===== src/rtl/branch_predict_ctrl.sv =====
// Branch predictor and mispredict redirect controller: a table of 2-bit saturating
// counters feeds decode, and execute-stage resolution updates the table and the perf counters.
module branch_predict_ctrl #(
  parameter int DataWidth   = 32,
  parameter int BHT_ENTRIES = 64,
  localparam int IDX_W      = $clog2(BHT_ENTRIES)
) (
  input  logic                 clk,
  input  logic                 reset,
  input  logic                 stall,
  input  logic                 d_valid,
  input  logic                 d_is_branch,
  input  logic [DataWidth-1:0] d_pc,
  input  logic [DataWidth-1:0] d_target,
  output logic                 d_pred_taken,
  output logic [DataWidth-1:0] d_pred_pc,
  input  logic                 e_valid,
  input  logic                 e_is_branch,
  input  logic [DataWidth-1:0] e_pc,
  input  logic [DataWidth-1:0] e_target,
  input  logic                 e_pred_taken,
  input  logic                 e_branch,
  output logic                 redirect,
  output logic [DataWidth-1:0] redirect_pc,
  output logic                 flush_fd,
  output logic                 flush_de,
  output logic [DataWidth-1:0] branch_cnt,
  output logic [DataWidth-1:0] mispred_cnt
);

  typedef enum logic [0:0] {ST_IDLE = 1'b0, ST_REDIRECT = 1'b1} state_e;

  state_e               state_r, state_nxt_s;
  logic [1:0]           bht_r [BHT_ENTRIES];
  logic [IDX_W-1:0]     d_idx_s, e_idx_s;
  logic                 res_s, mispred_s, d_pred_taken_s;
  logic [1:0]           bht_cur_s, bht_upd_s;
  logic [DataWidth-1:0] redirect_pc_r, branch_cnt_r, mispred_cnt_r;
  logic                 unused_pc_bits_s;

  // Word-aligned PCs: bits [1:0] never reach the index.
  assign d_idx_s          = d_pc[IDX_W+1:2];
  assign e_idx_s          = e_pc[IDX_W+1:2];
  assign unused_pc_bits_s = ^{d_pc[DataWidth-1:IDX_W+2], d_pc[1:0]};

  // Decode prediction; suppressed while the front end is being redirected.
  always_comb begin
    d_pred_taken_s = 1'b0;
    if (d_valid && d_is_branch && (state_r == ST_IDLE)) begin
      d_pred_taken_s = bht_r[d_idx_s][1];
    end else begin
      d_pred_taken_s = 1'b0;
    end
  end

  // Resolution qualification and saturating counter next value.
  always_comb begin
    res_s     = e_valid & e_is_branch & ~stall & (state_r == ST_IDLE);
    mispred_s = res_s & (e_branch ^ e_pred_taken);
    bht_cur_s = bht_r[e_idx_s];
    bht_upd_s = bht_cur_s;
    if (e_branch) begin
      if (bht_cur_s != 2'b11) begin
        bht_upd_s = bht_cur_s + 2'b01;
      end else begin
        bht_upd_s = bht_cur_s;
      end
    end else begin
      if (bht_cur_s != 2'b00) begin
        bht_upd_s = bht_cur_s - 2'b01;
      end else begin
        bht_upd_s = bht_cur_s;
      end
    end
  end

  // Next-state logic: REDIRECT always lasts a single cycle regardless of stall.
  always_comb begin
    state_nxt_s = state_r;
    case (state_r)
      ST_IDLE: begin
        if (mispred_s) begin
          state_nxt_s = ST_REDIRECT;
        end else begin
          state_nxt_s = ST_IDLE;
        end
      end
      ST_REDIRECT: state_nxt_s = ST_IDLE;
      default:     state_nxt_s = ST_IDLE;
    endcase
  end

  // FSM state register.
  always_ff @(posedge clk) begin
    if (reset) begin
      state_r <= ST_IDLE;
    end else begin
      state_r <= state_nxt_s;
    end
  end

  // Counter table; reset returns every entry to weakly not-taken.
  always_ff @(posedge clk) begin
    if (reset) begin
      for (int i = 0; i < BHT_ENTRIES; i++) begin
        bht_r[i] <= 2'b01;
      end
    end else if (res_s) begin
      bht_r[e_idx_s] <= bht_upd_s;
    end
  end

  // Performance counters and the captured redirect target.
  always_ff @(posedge clk) begin
    if (reset) begin
      branch_cnt_r  <= {DataWidth{1'b0}};
      mispred_cnt_r <= {DataWidth{1'b0}};
      redirect_pc_r <= {DataWidth{1'b0}};
    end else begin
      if (res_s) begin
        branch_cnt_r <= branch_cnt_r + DataWidth'(1);
      end
      if (mispred_s) begin
        mispred_cnt_r <= mispred_cnt_r + DataWidth'(1);
        redirect_pc_r <= e_branch ? e_target : (e_pc + DataWidth'(4));
      end
    end
  end

  assign d_pred_taken = d_pred_taken_s;
  assign d_pred_pc    = d_target;
  assign redirect     = (state_r == ST_REDIRECT);
  assign flush_fd     = (state_r == ST_REDIRECT);
  assign flush_de     = (state_r == ST_REDIRECT);
  assign redirect_pc  = redirect_pc_r;
  assign branch_cnt   = branch_cnt_r;
  assign mispred_cnt  = mispred_cnt_r;

endmodule


===== config.mk =====
export PLATFORM = sky130hd
export DESIGN_NAME = branch_predict_ctrl
export DESIGN_NICKNAME = d
export VERILOG_FILES = /design/src/rtl/branch_predict_ctrl.sv
export SDC_FILE = /design/constraint.sdc
export NUM_CORES = 1
export LEC_CHECK = 0
export BUFFER_PORTS_ARGS = -buffer_cell sky130_fd_sc_hd__buf_2
export CAP_MARGIN = 20
export CORE_ASPECT_RATIO = 1.2
export CORE_MARGIN = 3
export CORE_UTILIZATION = 46
export CTS_CLUSTER_DIAMETER = 60
export DETAILED_ROUTE_END_ITERATION = 10
export PLACE_DENSITY_LB_ADDON = 0.1
export SYNTH_ARGS = -nofsm -noshare
export SYNTH_HDL_FRONTEND = slang
export SYNTH_SLANG_ARGS = --single-unit

===== constraint.sdc =====
create_clock -name clk -period 6.58 [get_ports clk]
set_input_delay 0.658 -clock clk [delete_from_list [all_inputs] [get_ports clk]]
set_output_delay 0.658 -clock clk [all_outputs]
set_load 0.02 [all_outputs]

==> impl_metrics.env, run 1 <==
export IMPL_worst_flop_to_flop_path_startpoint="bht_r[21][1]"
export IMPL_post_synth_cell_area_avg_um2=9.64
export IMPL_synth_fp_nets=1414
export IMPL_tritoncts_num_buffers=26
export IMPL_final_setup_worst_slack_ps=2430
export IMPL_clk_transition_reported_paths_ps=60
export IMPL_drive_gt1_share_pct=21.7
export IMPL_final_period_minus_worst_setup_slack_ps=4150
export IMPL_rsz0062_at_grt="no"
export IMPL_tritoncts="yes"
export IMPL_register_area_mm2=0.00579
export IMPL_synthDistinctLibCells=68
export IMPL_placement_rows=64
export IMPL_holdBufCountCts=0
export IMPL_vias_per_cell=5.78
export IMPL_die_outline_area_mm2=0.0287
export IMPL_antenna_left=0
export IMPL_ys_flop_type="edfxtp_1"
export IMPL_final_standard_cell_area_without_fillers_mm2=0.0138
export IMPL_postPlaceCellArea_mm2=0.0130
export IMPL_syn2layout_area_growth_pct=12.1
export IMPL_grt_pass1_vias=9472
export IMPL_dr_total_vias=9909
export IMPL_grt_max_degree=69
export IMPL_max_vdd_ir_drop_mv=0.181
export IMPL_dpl_worst_slack_ps=1900
export IMPL_report_final_slew_viol_count=0
export IMPL_postSynthCellCount=1274
export IMPL_critical_path_max_fanout=43
export IMPL_detail_route_iter0_violations=779
export IMPL_critPathArrivalTime_ps=4380
export IMPL_cts_sinks=225
export IMPL_design_core_area_mm2=0.0259
export IMPL_worst_max_slew_pin_slew_ps=1030
export IMPL_fin_tns_setup_ps=0
export IMPL_fill_cells=2409
export IMPL_routedWlPerCell_um=20.1
export IMPL_global_route_usage_total_pct=23.3
export IMPL_setup_worst_path_end_class="flop"
export IMPL_timing_setup_critical_path_class="in2reg"
export IMPL_chipWidth_um=155
export IMPL_postLayoutCoreUtil_pct=53.2
export IMPL_startpoint_of_the_worst_hold_path="e_target[31]"
export IMPL_cts_setup_buffers=0
export IMPL_wire_length_of_the_first_global_routing_pass_mm=53.5
export IMPL_clk_path_buf_depth=3
export IMPL_synth_seq_area_share_pct=47.1
export IMPL_setup_worst_path_start_class="input port"
export IMPL_ctsResizeCount=0
export IMPL_die_height_um=185
export IMPL_total_area_of_multi_input_combinational_cells_mm2=0.00569
export IMPL_timing_clock_skew_ps=16.3
export IMPL_timing_slew_headroom_pct=31.6
export IMPL_route_final_wire_length_mm=34.5
export IMPL_hold_viol_final=0
export IMPL_cp_data_required_time_ps=6800
export IMPL_ys_warnings_count=0
export IMPL_min_path_type="in2reg"
export IMPL_dp_final_hpwl_mm=23.7
export IMPL_worstSetupStartpoint="e_pc[3]"
export IMPL_outcome="finished clean"
export IMPL_top_level_ports=269
export IMPL_gpl_final_weighted_congestion=0.879
export IMPL_dr_pass1_iters=5
export IMPL_postSynthRegisterBits=225
export IMPL_placed_cells=1664
export IMPL_power_per_cell_area_mw_per_mm2=234
export IMPL_peak_clock_frequency_supported_by_timing_mhz=241
export IMPL_timing_max_cap_violations=0
export IMPL_grt_overflow_total=0
export IMPL_initial_utilization_pct=47.5
export IMPL_synth_async_sr_flop_share_pct=0
export IMPL_post_synth_instance_area_mm2=0.0123
export IMPL_finalNonFillerCells=1714
export IMPL_clock_tree_root_cell="clkbuf_16"
export IMPL_p_leak_nw=4.81
export IMPL_synth_enable_flop_cells=128
export IMPL_period_share_pct=63.1
export IMPL_antenna_violations_before_repair=2
export IMPL_h_tree_levels=1
export IMPL_remaining_drc_errors=0
export IMPL_place_port_buffers=178
export IMPL_clk_latency_ps=540
export IMPL_layout_nets=1502
export IMPL_setup_viol=0
-- sequential cells by signal, indices dropped and copies added (netlist names) --
register,cells
mispred_cnt,32
redirect_pc,32
flush_de,1
branch_cnt,32
bht_r,128
-- cells by family (layout without fill, tap and decap cells) --
kind of cell | Yosys count | after routing | synth area share (%)
AO/OA/AOI/OAI | 185 | 185 | 8.84
XOR/XNOR | 82 | 82 | 5.85
adder cells (fa/ha/maj) | 5 | 5 | 0.479
buffers and inverters | 148 | 256 | 6.59
multiplexers | 70 | 70 | 9.00
other | 0 | 2 | 0
flip-flops | 225 | 225 | 47.1
AND/OR/NAND/NOR | 559 | 559 | 22.1
-- worst paths after layout --
check / to / slack (ps) / depth (start not counted)
worst max-delay path: bht_r[54][0] / 2430 / 10
worst min-delay path: redirect_pc[31] / 430 / 3
worst max register to register: bht_r[54][0] / 3030 / 8
worst min register to register: redirect_pc[22] / 450 / 2
-- critical path: stages --
cell and delay [ps]:
buf_2 580, buf_4 470, or3b_2 190, a21o_1 120, a31oi_1 140, or4_4 560
nor4_4 330, maj3_2 580, buf_4 550, nand4_1 180
-- cell type report --
| type | count | area share (%) |
|---|---|---|
| Sequential cell | 225 | 42.1 |
| Multi-Input combinational cell | 901 | 41.3 |
| Timing Repair Buffer | 195 | 7.42 |
| Clock buffer | 32 | 4.89 |
| Tap cell | 330 | 3.00 |
| Clock inverter | 16 | 0.919 |
| Inverter | 13 | 0.355 |
| Antenna cell | 2 | 0.0364 |
-- synthesized netlist by cell type (12+ instances only) --
master | count | area share, %
dfxtp_1 | 97 | 16
nor3_1 | 68 | 2.8
clkbuf_1 | 57 | 1.7
edfxtp_1 | 128 | 31
or3_1 | 12 | 0.61
buf_2 | 14 | 0.57
a21oi_1 | 27 | 1.1
buf_4 | 51 | 3.1
nand3_1 | 39 | 1.6
a22oi_1 | 19 | 1.2
nand2b_1 | 13 | 0.66
xor2_1 | 48 | 3.4
nor2_1 | 142 | 4.3
nand4_1 | 36 | 1.8
mux2i_1 | 29 | 2.4
nand2_1 | 170 | 5.2
inv_1 | 12 | 0.37
mux4_2 | 31 | 5.7
and3_1 | 17 | 0.87
o21ai_0 | 98 | 4.0
xnor2_1 | 34 | 2.4
-- placed cells by master (no fill, tap or decap), drive strengths merged, types with 17 or more instances in the layout --
cell type,instances
nand2,170
a22oi,19
mux2i,29
a21oi,27
nand4,36
clkbuf,32
o21ai,100
mux4,31
nor3,78
edfxtp,128
xnor2,34
nor2,143
xor2,48
nand3,40
buf,195
dfxtp,97
and3,17
-- layer usage --
| metal | share of wire, % | up-vias | GRT usage, % |
|---|---|---|---|
| li1 | - | 4707 | - |
| met1 | 42 | 4757 | 31.5 |
| met2 | 48 | 380 | 39.3 |
| met3 | 7.5 | 63 | 3.88 |
| met4 | 2.4 | 2 | 6.25 |
| met5 | 0.032 | - | 0 |
-- where the power goes --
group | internal [mW] | switching [mW]
logic | 0.107 | 0.227
registers | 1.51 | 0.0144
clock network | 0.771 | 0.595
-- per-stage QoR --
step	total power, mW	hold WS (ps)
floorplan	1.81	530
finish	3.22	428
global placement	1.88	438
global route	3.33	431
detailed placement	1.89	447
CTS	3.24	409
Note: power is estimated with default switching activity, not from simulation.
==> run 2, diff against run 1 <==
- clock period: 6.58 -> 3.5 ns (I/O delays scaled with it)
==> run 2 against run 1 <==
Compared with the run above: largest power group unchanged; global-route usage rose by 0.71 points; setup slack worse by 2200 ps; worst hold slack worse by 320 ps; combinational power up 100%; first-iteration DRC count decreased by 17%; routed wire length grew 2.8%; clock skew fell by 10 ps; die area stayed put; critical path type is now reg2out; power rose by 99%.
==> impl_metrics.env, run 2 (same netlist as run 1, synthesis figures left out) <==
export IMPL_outcome="finished clean"
export IMPL_worst_path_max_delay_cell="mux4_2"
export IMPL_worst_hold_slack_ps=106
export IMPL_dp_final_hpwl_mm=24.9
export IMPL_p_total_mw=6.41
export IMPL_detail_route_iter0_violations=649
export IMPL_clk_latency_ps=540
export IMPL_place_port_buffers=178
export IMPL_syn2layout_area_growth_pct=15.0
export IMPL_clk_transition_reported_paths_ps=60
export IMPL_route_final_wire_length_mm=35.4
export IMPL_tritoncts="yes"
export IMPL_hold_viol_final=0
export IMPL_ctsResizeCount=0
export IMPL_gpl_final_weighted_congestion=0.903
export IMPL_sink_of_the_worst_hold_path="redirect_pc[23]"
export IMPL_top_register="bht_r"
export IMPL_largest_register_ff_count=128
export IMPL_crit_path_max_incr_delay_ps=540
export IMPL_initial_utilization_pct=47.5
export IMPL_timing_max_cap_violations=0
export IMPL_final_standard_cell_area_without_fillers_mm2=0.0141
export IMPL_rsz0062_at_grt="no"
export IMPL_critical_path_max_fanout=2
export IMPL_mostFrequentLayoutCells="buf_2, nand2_1, nor2_1"
export IMPL_clock_tree_root_cell="clkbuf_16"
export IMPL_layout_commonest_cell="buf_2"
export IMPL_timing_slew_headroom_pct=33.8
export IMPL_postPlaceCellArea_mm2=0.0132
export IMPL_report_final_slew_viol_count=0
export IMPL_routedLengthMet1_mm=14.7
export IMPL_tritoncts_num_buffers=25
export IMPL_routedWlPerCell_um=20.4
export IMPL_critical_path_most_common_cell="mux4_2"
export IMPL_worstPathCellList="mux4_2, mux4_2, mux4_2, and4b_1, buf_2"
export IMPL_met3_wl_post_dr_mm=2.49
export IMPL_antenna_violations_before_repair=2
export IMPL_setup_worst_path_start_class="flop"
export IMPL_cp_data_required_time_ps=3150
export IMPL_die_outline_area_mm2=0.0287
export IMPL_setup_worst_path_end_class="output port"
export IMPL_period_share_pct=93.0
export IMPL_final_period_minus_worst_setup_slack_ps=3250
export IMPL_clk_path_buf_depth=3
export IMPL_holdBufCountCts=0
export IMPL_critPathArrivalTime_ps=2900
export IMPL_reg2reg_to="bht_r[16][0]"
export IMPL_worst_flop_to_flop_path_startpoint="bht_r[17][1]"
export IMPL_fill_cells=2396
export IMPL_remaining_drc_errors=0
export IMPL_drive_gt1_share_pct=23.3
export IMPL_placement_rows=64
export IMPL_cts_sinks=225
export IMPL_antenna_left=0
export IMPL_startpoint_of_the_worst_hold_path="reset"
export IMPL_dr_pass1_iters=5
export IMPL_grt_pass1_vias=9756
export IMPL_met2_length_mm=17.1
export IMPL_worst_max_slew_pin_slew_ps=993
export IMPL_grt_overflow_total=0
export IMPL_timing_setup_critical_path_class="reg2out"
export IMPL_global_route_usage_total_pct=24.1
export IMPL_h_tree_levels=1
export IMPL_grt_max_degree=95
export IMPL_p_leak_nw=5.02
export IMPL_top_level_ports=269
export IMPL_min_path_type="in2reg"
export IMPL_worst_case_register_to_register_setup_slack_ps=600
export IMPL_highest_layer="met5"
export IMPL_peak_clock_frequency_supported_by_timing_mhz=307
export IMPL_vias_per_cell=5.79
export IMPL_die_height_um=185
export IMPL_dr_total_vias=10055
export IMPL_setup_viol=0
export IMPL_wire_length_of_the_first_global_routing_pass_mm=54.9
export IMPL_power_per_cell_area_mw_per_mm2=454
export IMPL_design_core_area_mm2=0.0259
export IMPL_timing_clock_skew_ps=6.31
export IMPL_layout_nets=1527
export IMPL_hold_depth=4
export IMPL_fin_tns_setup_ps=0
export IMPL_cts_setup_buffers=0
export IMPL_chipWidth_um=155
export IMPL_ff2ff_path_depth=8
export IMPL_max_vdd_ir_drop_mv=0.317
## run 2: changes by cell type in the layout (fill, tap and decap cells not counted), sizes merged
cell      change
buf          +26
bufinv        +2
clkbuf        +1
clkinv        -3
clkinvlp      -3
diode         -1
inv           +1
## run 2: routing by layer
layer / global-route usage, % / up-vias
li1: - / 4762
met1: 31.7 / 4833
met2: 41.0 / 386
met3: 3.72 / 72
met4: 7.60 / 2
met5: 0 / -
## run 2: cell type report
class / instances / area [um2] / area share (%)
clock buffers: 33 / 752 / 5.33
diodes: 1 / 2.50 / 0.0177
multi-input cells: 901 / 5680 / 40.3
well taps: 330 / 413 / 2.92
clock inverters: 13 / 155 / 1.10
repair buffers: 221 / 1280 / 9.06
inverters: 13 / 48.8 / 0.346
flip-flops and latches: 225 / 5790 / 41.0
## run 2: power breakdown
part,internal (mW),switching [mW],total [mW]
registers,2.83,0.0280,2.86
logic,0.244,0.441,0.685
clock network,1.74,1.12,2.86
## run 2: through the flow
stage                     instances  worst slack, ps  util (%)
final                          1737              246      54.6
after global routing           1736              204      54.6
after CTS                      1736              237      54.6
after detailed placement       1690              259      51.1
after global placement         1690              292      51.1
after floorplan                1274              568         -
## run 2: worst max-delay path, delay by kind of cell (launching register included)
kind,cells,cell delay [ps]
flip-flops,1,420
buffers and inverters,1,150
multiplexers,3,1570
AND/OR/NAND/NOR,1,220
## run 2: worst max-delay path by stage
stage	from	to	slack, ps	cells past startpoint
4_1_cts	bht_r[47][1]	d_pred_taken	240	5
3_5_place_dp	e_pc[2]	bht_r[1][1]	260	10
2_1_floorplan	d_pc[2]	d_pred_taken	570	6
5_1_grt	bht_r[47][1]	d_pred_taken	200	5
6_report	bht_r[63][1]	d_pred_taken	250	5
3_3_place_gp	e_pc[2]	bht_r[7][1]	290	10
==> run 3, diff against run 2 <==
==> constraint.sdc (replaced) <==
create_clock -name clk -period 3.5 [get_ports clk]
set_input_delay 0.175 -clock clk [delete_from_list [all_inputs] [get_ports clk]]
set_output_delay 0.175 -clock clk [all_outputs]
set_load 0.02 [all_outputs]
==> run 3 against run 2 <==
Compared with the run above: first-iteration DRC count grew 17%; worst hold slack lost 93 ps; final cell count grew 1.7%; clock skew grew 9.6 ps; clock-buffer cell count shrank 1; highest routed layer is now met4.
==> impl_metrics.env, run 3 (same netlist as run 1, synthesis figures left out) <==
export IMPL_final_setup_worst_slack_ps=397
export IMPL_worstSetupStartpoint="bht_r[43][1]"
export IMPL_ctsResizeCount=0
export IMPL_outcome="finished clean"
export IMPL_timing_clock_skew_ps=15.9
export IMPL_timing_max_cap_violations=0
export IMPL_critical_path_max_fanout=2
export IMPL_syn2layout_area_growth_pct=16.3
export IMPL_max_vdd_ir_drop_mv=0.381
export IMPL_cts_sinks=225
export IMPL_finalNonFillerCells=1767
export IMPL_p_total_mw=6.24
export IMPL_remaining_drc_errors=0
export IMPL_cp_data_required_time_ps=3320
export IMPL_worst_path_max_delay_cell="mux4_2"
export IMPL_clock_tree_root_cell="clkbuf_16"
export IMPL_layout_commonest_cell="buf_2"
export IMPL_die_outline_area_mm2=0.0287
export IMPL_cts_setup_buffers=0
export IMPL_top_register="bht_r"
export IMPL_h_tree_levels=1
export IMPL_drive_gt1_share_pct=22.9
export IMPL_tritoncts="yes"
export IMPL_worst_max_slew_pin_slew_ps=1020
export IMPL_total_area_of_multi_input_combinational_cells_mm2=0.00568
export IMPL_hold_viol_final=0
export IMPL_setup_viol=0
export IMPL_worstPathCellList="mux4_2, mux4_2, mux4_2, and4b_1, buf_2"
export IMPL_final_period_minus_worst_setup_slack_ps=3100
export IMPL_power_per_cell_area_mw_per_mm2=437
export IMPL_fin_tns_setup_ps=0
export IMPL_clk_path_buf_depth=3
export IMPL_worst_hold_slack_ps=13.4
export IMPL_vias_per_cell=5.69
export IMPL_setup_worst_path_start_class="flop"
export IMPL_initial_utilization_pct=47.5
export IMPL_routedWlPerCell_um=20.1
export IMPL_fill_cells=2391
export IMPL_antenna_left=0
export IMPL_grt_overflow_total=0
export IMPL_timing_setup_critical_path_class="reg2out"
export IMPL_report_final_slew_viol_count=0
export IMPL_dr_total_vias=10056
export IMPL_critPathArrivalTime_ps=2930
export IMPL_mostFrequentLayoutCells="buf_2, nand2_1, nor2_1"
export IMPL_gpl_final_weighted_congestion=0.899
export IMPL_design_core_area_mm2=0.0259
export IMPL_dpl_worst_slack_ps=342
export IMPL_grt_pass1_vias=9581
export IMPL_placement_rows=64
export IMPL_chipWidth_um=155
export IMPL_timing_slew_headroom_pct=32.3
export IMPL_detail_route_iter0_violations=759
export IMPL_die_height_um=185
export IMPL_period_share_pct=88.7
export IMPL_p_leak_nw=5.08
export IMPL_setup_worst_path_end_class="output port"
export IMPL_dp_final_hpwl_mm=24.6
export IMPL_layout_nets=1552
export IMPL_dr_pass1_iters=5
export IMPL_tritoncts_num_buffers=27
export IMPL_global_route_usage_total_pct=23.9
export IMPL_antenna_violations_before_repair=0
export IMPL_worst_flop_to_flop_path_startpoint="bht_r[17][1]"
export IMPL_peak_clock_frequency_supported_by_timing_mhz=322
export IMPL_clk_transition_reported_paths_ps=60
export IMPL_grt_max_degree=95
export IMPL_register_area_mm2=0.00579
export IMPL_startpoint_of_the_worst_hold_path="e_target[21]"
export IMPL_top_level_ports=269
export IMPL_crit_path_max_incr_delay_ps=550
export IMPL_largest_register_ff_count=128
export IMPL_place_port_buffers=178
export IMPL_placed_cells=1690
export IMPL_rsz0062_at_grt="no"
export IMPL_critical_path_most_common_cell="mux4_2"
export IMPL_worst_path_dominant_cell_family="multiplexers"
export IMPL_min_path_type="in2reg"
export IMPL_wire_length_of_the_first_global_routing_pass_mm=54.3
export IMPL_critPathBufInv=1
export IMPL_clk_latency_ps=540
export IMPL_route_final_wire_length_mm=35.5
[run 3: path summary, 6_finish.rpt]
kind / end / slack [ps] / depth (start not counted)
setup / recovery: d_pred_taken / 400 / 5
hold / removal: redirect_pc[21] / 10 / 5
setup reg to reg: bht_r[23][1] / 440 / 8
hold reg to reg: redirect_pc[12] / 450 / 2
[run 3: tightest hold or removal path, cell delays in order]
cell	delay, ps
buf_2	80
nand2_1	40
o21ai_0	70
mux2i_1	70
nor2_1	80
[run 3: cell type report]
cell class	count	area share (%)
Inverter	13	0.342
Sequential cell	225	40.5
Antenna cell	4	0.0701
Multi-Input combinational cell	901	39.8
Tap cell	330	2.89
Clock inverter	18	1.03
Clock buffer	32	4.86
Timing Repair Buffer	244	10.5
[run 3: timing repair]
action	4_1_cts	5_1_grt
hold buffers	23	0
endpoints found under the hold margin	21	0
setup endpoints to repair	0	0
[run 3: per-layer routing]
| layer | part of all wire (%) | global-route usage [%] | vias to the layer above |
|---|---|---|---|
| met1 | 42 | 32.3 | 4802 |
| met5 | 0 | 0 | - |
| met2 | 48 | 40.3 | 390 |
| met4 | 2.3 | 6.54 | 0 |
| met3 | 7.6 | 3.53 | 58 |
| li1 | - | - | 4806 |
[run 3: report_power, final]
part / internal (mW) / leakage, nW / switching (mW)
sequential: 2.83 / 1.93 / 0.0280
clock: 1.57 / 0.421 / 1.12
combinational: 0.252 / 2.73 / 0.442
[run 3: through the flow]
stage               utilization, %  area [um2]
floorplan                        -       12300
global placement              51.0       13200
detailed placement            51.0       13200
CTS                           55.2       14300
global route                  55.2       14300
finish                        55.2       14300
